**src/rtl/regfile_ctrl_pkg.sv**
```systemverilog
// Shared constants and types for the register-file writeback controller.
// The writeback request carries a destination index and the value to write.
package regfile_ctrl_pkg;

    localparam int DATA_W    = 64;
    localparam int NUM_REGS  = 32;
    localparam int REG_IDX_W = 5;
    localparam logic [REG_IDX_W-1:0] ZERO_REG = 5'd31;

    typedef struct packed {
        logic [REG_IDX_W-1:0] rd;
        logic [DATA_W-1:0]    data;
    } wb_req_t;

    typedef enum logic {
        GRANT_ALU = 1'b0,
        GRANT_MEM = 1'b1
    } grant_t;

endpackage

```
**src/rtl/rr_arb2.sv**
```systemverilog
// Two-requester round-robin arbiter. On contention it grants the requester
// that did not win the previous contended cycle.
module rr_arb2
    import regfile_ctrl_pkg::*;
(
    input  logic clk,
    input  logic reset,
    input  logic req_alu,
    input  logic req_mem,
    output logic gnt_alu,
    output logic gnt_mem
);

    grant_t last_grant;
    logic   contended;

    assign contended = req_alu & req_mem;

    // NOTE: every output gets a default first so no path through the block leaves it unassigned (no latch).
    always_comb begin
        gnt_alu = req_alu;
        gnt_mem = req_mem;
        if (contended) begin
            gnt_alu = (last_grant == GRANT_MEM);
            gnt_mem = (last_grant == GRANT_ALU);
        end
    end

    // Uncontested grants leave the history alone, so fairness only tracks real conflicts.
    always_ff @(posedge clk or posedge reset) begin
        if (reset) begin
            last_grant <= GRANT_MEM;
        end else if (contended) begin
            last_grant <= gnt_alu ? GRANT_ALU : GRANT_MEM;
        end
    end

endmodule

```
**src/rtl/regfile_wb_ctrl.sv**
```systemverilog
// Write-port controller and busy-bit scoreboard for the 32x64 register file.
// Arbitrates ALU and load writebacks onto registered regfile write signals.
module regfile_wb_ctrl
    import regfile_ctrl_pkg::*;
(
    input  logic                 clk,
    input  logic                 reset,
    input  logic                 alu_valid,
    input  logic [REG_IDX_W-1:0] alu_reg,
    input  logic [DATA_W-1:0]    alu_data,
    output logic                 alu_ready,
    input  logic                 mem_valid,
    input  logic [REG_IDX_W-1:0] mem_reg,
    input  logic [DATA_W-1:0]    mem_data,
    output logic                 mem_ready,
    input  logic                 issue_valid,
    input  logic                 issue_writes,
    input  logic [REG_IDX_W-1:0] issue_rd,
    input  logic [REG_IDX_W-1:0] issue_rs1,
    input  logic [REG_IDX_W-1:0] issue_rs2,
    output logic                 issue_stall,
    output logic                 RegWrite,
    output logic [REG_IDX_W-1:0] WriteRegister,
    output logic [DATA_W-1:0]    WriteData,
    output logic                 sb_err
);

    logic [NUM_REGS-1:0] busy;
    wb_req_t             sel_req;
    logic                accept;
    logic                issue_fire;

    rr_arb2 u_arb (
        .clk     (clk),
        .reset   (reset),
        .req_alu (alu_valid),
        .req_mem (mem_valid),
        .gnt_alu (alu_ready),
        .gnt_mem (mem_ready)
    );

    assign accept = alu_ready | mem_ready;

    always_comb begin
        sel_req.rd   = mem_reg;
        sel_req.data = mem_data;
        if (alu_ready) begin
            sel_req.rd   = alu_reg;
            sel_req.data = alu_data;
        end
    end

    // No bypass: a register stays busy through the cycle its write is on the port.
    assign issue_stall = issue_valid &
                         (busy[issue_rs1] | busy[issue_rs2] | (issue_writes & busy[issue_rd]));
    assign issue_fire  = issue_valid & ~issue_stall & issue_writes & (issue_rd != ZERO_REG);

    // NOTE: sequential state uses non-blocking assignments so all flops sample pre-edge values.
    always_ff @(posedge clk or posedge reset) begin
        if (reset) begin
            RegWrite      <= 1'b0;
            WriteRegister <= '0;
            WriteData     <= '0;
        end else begin
            RegWrite <= accept & (sel_req.rd != ZERO_REG);
            if (accept) begin
                WriteRegister <= sel_req.rd;
                WriteData     <= sel_req.data;
            end
        end
    end

    // NOTE: the busy vector is plain flops, so it is reset along with the port; this drops in-flight tracking.
    always_ff @(posedge clk or posedge reset) begin
        if (reset) begin
            busy   <= '0;
            sb_err <= 1'b0;
        end else begin
            if (RegWrite) begin
                busy[WriteRegister] <= 1'b0;
                if (!busy[WriteRegister]) begin
                    sb_err <= 1'b1;
                end
            end
            // A WAW stall keeps this from ever targeting the register being retired.
            if (issue_fire) begin
                busy[issue_rd] <= 1'b1;
            end
        end
    end

endmodule

```
**config.mk**
```make
export PLATFORM = sky130hd
export DESIGN_NAME = regfile_wb_ctrl
export DESIGN_NICKNAME = d
export VERILOG_FILES = /design/src/rtl/regfile_ctrl_pkg.sv /design/src/rtl/rr_arb2.sv /design/src/rtl/regfile_wb_ctrl.sv
export SDC_FILE = /design/constraint.sdc
export NUM_CORES = 1
export LEC_CHECK = 0
export ABC_AREA = 1
export CORE_MARGIN = 10
export CORE_UTILIZATION = 40
export CTS_BUF_LIST = sky130_fd_sc_hd__clkbuf_16
export DETAILED_ROUTE_END_ITERATION = 12
export GPL_ROUTABILITY_DRIVEN = 0
export PLACE_DENSITY = 0.75
export SETUP_SLACK_MARGIN = 0.15
export SYNTH_ARGS = -nofsm -noshare
export SYNTH_HDL_FRONTEND = slang
export SYNTH_HIERARCHICAL = 1
export SYNTH_SLANG_ARGS = --single-unit
```
**constraint.sdc**
```tcl
create_clock -name clk -period 4.4 [get_ports clk]
set_input_delay 1.1 -clock clk [delete_from_list [all_inputs] [get_ports clk]]
set_output_delay 1.1 -clock clk [all_outputs]
set_load 0.03 [all_outputs]
```
# After elaboration in Yosys (flattened, before gate mapping)
# Cells that the tools add are included.
# word_totals
reg_bits	104
inputBits	159
# classes
n_lt_le_gt_ge	6
n_eq_ne	2
muxes	18
bitwise_logic	16
n_reduce_logical	3
# ops
operator	n
two-way mux 69 bit	1
two-way mux 32 bit	2
bitwise AND 32 bit	1
inverter 32 bit	1
bitwise OR 32 bit	1
less-than comparator 5 x 6 -> 1 bit, second input constant	4
binary-select mux 1 bit (select 5 bit)	4
demux 1 bit (select 5 bit)	2
>= comparator 5 x 1 -> 1 bit, second input constant	2
inequality test 5 bit, second input constant	2
two-way mux 1 bit	9
bitwise AND 1 bit	7
inverter 1 bit	3
bitwise OR 1 bit	3
logical AND 1 bit	2
AND reduction 2 bit	1

# Depth between registers and ports, before layout
# Gate-level depths: netlist of run 1.
# depth
depth_word	10
mapped_depth	15

# By module
# The synthesis of run 1 kept the hierarchy.
# modules_own_cells
mod	n_inst	cells_per_inst	area_each_um2	seq_area_each_um2
regfile_wb_ctrl	1	898	6110.9	2577.5
rr_arb2	1	10	65.1	26.3

# Worst setup path before layout of run 1
# Ideal clock, no wire load.
# synth_timing
kind	input to output
startpoint	input issue_rd[0]
endpoint	output issue_stall
arrival_ps	2269
required_time_ps	3300
setup_slack_ps	1031
cell_stages	11
n_path_buf	2
cell_sequence	buf_4 -> buf_6 -> o21ai_0 -> nand2_1 -> nand2_1 -> nand2_1 -> nand2_1 -> nor2_1 -> a21oi_2 -> o21ai_0 -> inv_1
# synth_between
elab_chain_cells	5
# synth_rtl
element	line	rtl
from (decl)	regfile_wb_ctrl.sv:18	input logic [REG_IDX_W-1:0] issue_rd,
binary-select mux 1 bit (select 5 bit)	regfile_wb_ctrl.sv:55	(busy[issue_rs1] | busy[issue_rs2] | (issue_writes & busy[issue_rd]));
two-way mux 1 bit (not written as such)	regfile_wb_ctrl.sv:55	
bitwise AND 1 bit	regfile_wb_ctrl.sv:55	
bitwise OR 1 bit	regfile_wb_ctrl.sv:55	
bitwise AND 1 bit	regfile_wb_ctrl.sv:54	assign issue_stall = issue_valid &
to (decl)	regfile_wb_ctrl.sv:21	output logic issue_stall,
# Every way passes these cells. The select of a mux whose other input is x is not followed.

# Final worst setup path of run 1
# layout_timing
startpoint	input issue_rs1[0]
endpoint	output issue_stall
# layout_between
elab_chain_cells	5
# layout_rtl
element	line	rtl
from (decl)	regfile_wb_ctrl.sv:19	input logic [REG_IDX_W-1:0] issue_rs1,
binary-select mux 1 bit (select 5 bit)	regfile_wb_ctrl.sv:55	
two-way mux 1 bit (not written as such)	regfile_wb_ctrl.sv:55	
bitwise OR 1 bit (2 in series)	regfile_wb_ctrl.sv:55	
bitwise AND 1 bit	regfile_wb_ctrl.sv:54	
# Every way passes these cells. The select of a mux whose other input is x is not followed.

==> metrics.txt, run 1 <==
final worst path period share=91.0%; Post-Synthesis Cells=908; r2r endpoint=WriteData[11]; drt via density=~5.5; most common cell after layout, fill and taps aside=nand2_1; worst setup path endpoint=issue_stall; setup ws final=roughly 390 ps; synthesized area=approximately 6200 µm²; Final min period=around 4000 ps; Total GRT Usage=around 24%; Buf+Inv Stages, Crit Path=4; CTS Buf Count=9; Synth cell types=29; maximum buffer depth of the clock tree=2; Worst path max stage delay=between 600 and 700 ps; RSZ-0062 raised after global routing=no; Placement Cell Area=8630 µm²; power density over cell area=442 nW/µm²; Slowest cell on crit path=clkdlybuf4s50_1; crit path cell chain=clkdlybuf4s50_1 > buf_4 > nand2_1 > nand3_1 > nand3_1 > nand3_1 > nand3_1 > nand2_1 > nand2_1 > o21ai_0 > inv_1 > buf_4; port buffer count=approximately 230; Reg2Reg Depth=7; CP Max Fanout=13; Post-synth EDFFs=0; syn_nets=roughly 1,100; pre-CTS worst setup slack=slightly below 300 ps; Final Hold Vio Count=0; P&R area growth vs syn=45.0%; DR pass1 iterations=8; top cell family by delay on the critical path=buffers and inverters; die width=between 100 and 150 µm; remaining antenna violation count=0; Max Cap Violations=0; post-route design area=8950 µm²; # hold bufs at CTS=0; post-CTS sizing=0; initial antenna violation count=2; vias in the first global route=6,934; Setup TNS=0 ps; worst min path class=reg -> reg; P_leak=~4.1 nW; crit path from=issue_rs1[0]; Yosys reg bits=104; Crit path top cell by count=nand3_1; Layout Nets=1,276; most frequent cells in the layout=325 x nand2_1, 229 x clkdlybuf4s50_1, 216 x nand3_1; drt total wl=between 20 and 30 mm; WL/cell=between 15 and 20 µm; fmax=approximately 250 MHz; clock skew=roughly 6.5 ps; core area=about 15,000 µm²; floorplan row count=45; Die Area=between 20,000 and 25,000 µm²; fraction of layout cells with a size suffix above 1=about 4.2%; # DRC=0; first-pass GRT wire length=38.8 mm; CP Data Required Time=about 3300 ps; Slew Limit Fails=0; VDD IR max=0.220 mV; CTS H-tree lvls=3; DRT iter0 DRCs=about 760; grt ovf=0; Synth warnings=6; post-DP HPWL=around 19 mm; clk slew on worst S/H paths=approximately 70 ps; sequential share of the synthesized area=a little over two fifths; final hold slack=470 ps; Clock Latency Late Sink=350 ps; Setup crit end kind=output pin; CP Launch Type=input port; Final setup violation count=0; TritonCTS clock tree=yes; outcome=completed; Top-Level Pins=233; Rel. slew slack=between 40% and 50%; Arr. time, crit path=2910 ps; largest net degree at the start of global routing=75; Initial Util=around 41%; Top FF cell, synth=dfrtp_1; Avg Synthesized Cell Area=roughly 7 µm²; Setup Buffers After CTS=0; worst r2r src=u_arb/last_grant; fraction of registers with async set/reset=100%; CTS sink cnt=104; CTS root buf=clkbuf_16; Die Ht=between 100 and 150 µm; actual slew at the worst max-slew pin=795 ps; WS Path Type=in -> out; Crit path depth=12; Vias=approximately 7,200; R2R setup slack=~1900 ps
-- logic make-up (layout without fill, tap and decap cells) --
kind of cell | Yosys count | in the layout | synth area share [%]
simple gates | 616 | 616 | 42.7
compound gates | 69 | 69 | 6.54
other cells | 0 | 2 | 0
buf+inv | 119 | 333 | 8.57
flops | 104 | 104 | 42.2
-- layout make-up --
cell class | instances | area (µm²)
flip-flops and latches | 104 | 2600
clock buffers | 9 | 225
inverters | 71 | 272
multi-input cells | 685 | 3070
well taps | 188 | 235
repair buffers | 246 | 2450
fillers | 1406 | 6190
diodes | 2 | 5.00
clock inverters | 7 | 86.3
-- layer usage --
layer / vias to the layer above / track usage, % / part of all wire (%)
met3: 78 / 10.4 / 12
li1: 3377 / - / -
met1: 3278 / 28.1 / 38
met4: 2 / 10.6 / 4.1
met2: 434 / 37.4 / 46
met5: - / 0 / 0.051
-- flip-flops by register name, indices dropped and copies added, names as in the netlist --
signal / cells
RegWrite: 1
WriteData: 64
WriteRegister: 5
busy: 32
sb_err: 1
u_arb/last_grant: 1
-- stage by stage --
stage / utilization (%) / power [mW] / std cells
2_1_floorplan: - / 2.34 / 908
3_3_place_gp: 57.0 / 3.06 / 1294
3_5_place_dp: 57.0 / 3.07 / 1294
4_1_cts: 59.0 / 3.94 / 1310
5_1_grt: 59.1 / 4.17 / 1311
6_report: 59.1 / 3.96 / 1312
-- where the power goes --
part | internal [mW] | switching [mW]
Clock | 0.494 | 0.365
Sequential | 1.21 | 0.321
Combinational | 0.617 | 0.958
Total | 2.32 | 1.64
-- tightest hold or removal path: stages, from the launching register on --
cell	delay, ps
dfstp_2	370
nand2_1	50
nand2_1	50
-- how the worst min path moves through the flow --
stage,depth (start not counted),from,endpoint
after floorplan,2,u_arb/last_grant,u_arb/last_grant
after global placement,2,sb_err,sb_err
after detailed placement,2,sb_err,sb_err
after CTS,2,u_arb/last_grant,u_arb/last_grant
after global routing,2,u_arb/last_grant,u_arb/last_grant
final,2,u_arb/last_grant,u_arb/last_grant
-- cells in the mapped netlist, types with 2 or more instances --
| cell | n | share of area [%] |
|---|---|---|
| nor2_1 | 50 | 3.0 |
| buf_4 | 3 | 0.36 |
| a22oi_1 | 7 | 0.85 |
| o221ai_1 | 7 | 0.99 |
| clkbuf_1 | 28 | 1.7 |
| buf_2 | 7 | 0.57 |
| buf_6 | 8 | 1.5 |
| dfrtp_1 | 103 | 42 |
| inv_1 | 67 | 4.1 |
| nand2_4 | 2 | 0.36 |
| nand2_1 | 326 | 20 |
| a31oi_1 | 4 | 0.41 |
| o21ai_0 | 47 | 3.8 |
| nor3_1 | 16 | 1.3 |
| inv_2 | 2 | 0.12 |
| nand2_2 | 2 | 0.20 |
| nand3_1 | 216 | 18 |
| buf_1 | 2 | 0.12 |
No activity file was read; power rests on OpenSTA's default activity.
==> run 2: changes to the inputs <==
Settings changed: CAP_MARGIN set to 25.
==> results of run 2 <==
Final layout, timing and power as in run 1 (identical DEF).
==> run 3: changes to the inputs <==
Settings changed: CAP_MARGIN 25 to 20, RECOVER_POWER set to 25.
==> run 3 against run 2 <==
Compared with the run above:
- the flow now finishes with violations (max-capacitance violations, max-slew violations)
- via count down 0.39%
- combinational power about the same
- register-to-register slack about the same
- wire length down 0.50%
- non-clock buffer count unchanged
- clock skew down 1.3 ps
- worst hold slack better by 1.2 ps
- setup slack about the same
- sequential power about the same
- maximum frequency about the same
==> metrics.txt, run 3 (synthesized netlist as in run 1, its figures left out) <==
CTS root buf=clkbuf_16; final worst path period share=91.0% (about the same); core area=15,100 µm² (unchanged); Clock Power Share=21.7% (about the same); drt via density=5.44 (-0.39%); switch share=41.5% (about the same); Hold Path Origin=u_arb/last_grant; clk slew on worst S/H paths=70 ps (about the same); floorplan row count=45 (unchanged); fmax=250 MHz (about the same); DR pass1 iterations=6 (-2); Die Area=20,800 µm² (unchanged); R2R setup slack=1880 ps (about the same); Final min period=4010 ps (-0.367 ps); Setup TNS=0 ps (unchanged); DRT iter0 DRCs=789 (+3.7%); drt total wl=25.2 mm (-0.50%); TritonCTS clock tree=yes; most frequent cells in the layout=325 x nand2_1, 227 x clkdlybuf4s50_1, 216 x nand3_1; power density over cell area=443 nW/µm² (+0.12%); WL/cell=19.2 µm (-0.50%); post-DP HPWL=19.2 mm (unchanged); first-pass GRT wire length=38.8 mm (unchanged); die width=144 µm (unchanged); Setup crit end kind=output pin; Int Pwr=2.31 mW (about the same); actual slew at the worst max-slew pin=1650 ps (+851 ps); max reg flops=64 (unchanged); Die Ht=144 µm (unchanged); Comb pwr share=39.6% (about the same); CTS sink cnt=104 (unchanged); Top-Level Pins=233 (unchanged); power share of the sequential group=38.6% (about the same); P&R area growth vs syn=44.7%; Max Cap Violations=1 (+1); CTS Buf Count=9 (unchanged); WS Path Type=in -> out; worst min path class=reg -> reg; fraction of layout cells with a size suffix above 1=4.19% (unchanged); NetSw=1.64 mW (about the same); filler cell count=1,406 (unchanged); Final Hold Vio Count=0 (unchanged); P_leak=4.12 nW (-0.23%); post-layout utilization of the core=59.0% (-0.11 points); failing checks=max-capacitance violations, max-slew violations; VDD IR max=0.220 mV (about the same); clock skew=5.18 ps (-1.33 ps); Vias=7,141 (-0.39%); Reg2Reg Depth=7 (unchanged); CP Max Fanout=10 (-3); remaining antenna violation count=0 (unchanged); Final setup violation count=0 (unchanged); RSZ-0062 raised after global routing=no; outcome=finished with violations; maximum buffer depth of the clock tree=2 (unchanged); Setup Buffers After CTS=0 (unchanged); WHS Endpoint=u_arb/last_grant; Slew Limit Fails=75 (+75); CTS H-tree lvls=3 (unchanged); # DRC=0 (unchanged); port buffer count=232 (unchanged); Tot Pwr=3.96 mW (about the same); worst r2r src=u_arb/last_grant; largest registers=WriteData: 64 flops, busy: 32 flops, WriteRegister: 5 flops; grt ovf=0 (unchanged); CP Launch Type=input port; CP Data Required Time=3300 ps (about the same); most common cell after layout, fill and taps aside=nand2_1; Initial Util=40.8% (unchanged); r2r endpoint=WriteData[11]; Rel. slew slack=-9.77% (-57 points); Largest Register=WriteData; Layout Nets=1,276 (unchanged); hold path depth=2 (unchanged); Clock Latency Late Sink=350 ps (about the same); initial antenna violation count=2 (unchanged); vias in the first global route=6,934 (unchanged); largest net degree at the start of global routing=75 (unchanged); Total GRT Usage=24.0% (unchanged); Arr. time, crit path=2910 ps (about the same)
==> run 3: cell types whose count changed in the layout (fill, tap and decap cells not counted), sizes merged <==
cell,previous run,this run
clkdlybuf4s50,229,227
dlygate4sd3,0,2
clkinvlp,1,2
inv,70,69
==> run 3: worst max-delay path, stage by stage <==
cell,delay [ps]
clkdlybuf4s50_1,690
inv_1,220
nand3_1,140
nand3_1,80
nand3_1,70
nand3_1,80
nand2_1,60
nand2_1,90
o21ai_0,150
inv_1,50
buf_4,160
==> run 3: worst max-delay path by stage <==
stage	cells past startpoint	endpoint	from	slack, ps
finish	11	issue_stall	issue_rs1[1]	390
detailed placement	13	issue_stall	issue_rd[1]	290
global placement	13	issue_stall	issue_rd[1]	260
floorplan	1	RegWrite	reset	600
CTS	13	issue_stall	issue_rd[1]	280
global route	10	issue_stall	issue_rd[2]	160
==> run 3: per-stage QoR <==
| stage | setup WS [ps] | std cells | hold slack, ps | area, µm² |
|---|---|---|---|---|
| detailed placement | 291 | 1294 | 454 | 8630 |
| floorplan | 596 | 908 | 446 | 6180 |
| global route | 163 | 1311 | 483 | 8930 |
| finish | 394 | 1312 | 471 | 8940 |
| CTS | 280 | 1310 | 470 | 8940 |
| global placement | 263 | 1294 | 453 | 8630 |
==> run 3: layout make-up <==
type                    instances  area, µm²  area share [%]
clock inverters                 7       86.3           0.966
clock buffers                   9        225            2.52
multi-input cells             685       3070            34.4
repair buffers                246       2440            27.3
inverters                      71        270            3.02
well taps                     188        235            2.63
diodes                          2       5.00          0.0560
flip-flops and latches        104       2600            29.1
==> run 3: power groups by stage <==
stage / registers [mW] / logic [mW] / clock network (mW)
6_report: 1.53 / 1.57 / 0.859
5_1_grt: 1.54 / 1.72 / 0.913
4_1_cts: 1.50 / 1.56 / 0.872
3_5_place_dp: 1.51 / 1.56 / 0
3_3_place_gp: 1.51 / 1.55 / 0
2_1_floorplan: 1.61 / 0.723 / 0
==> run 3: repair_timing <==
action	4_1_cts	5_1_grt
setup endpoints to repair	0	1
resized for setup	0	3
hold buffers	0	0
==> run 3: per-layer routing <==
metal  vias up  GRT usage (%)  wire [µm]
li1       3376              -          -
met1      3281           28.1       9330
met2       407           37.4      11700
met3        75           10.4       3110
met4         2           10.6       1020
met5         -              0         13
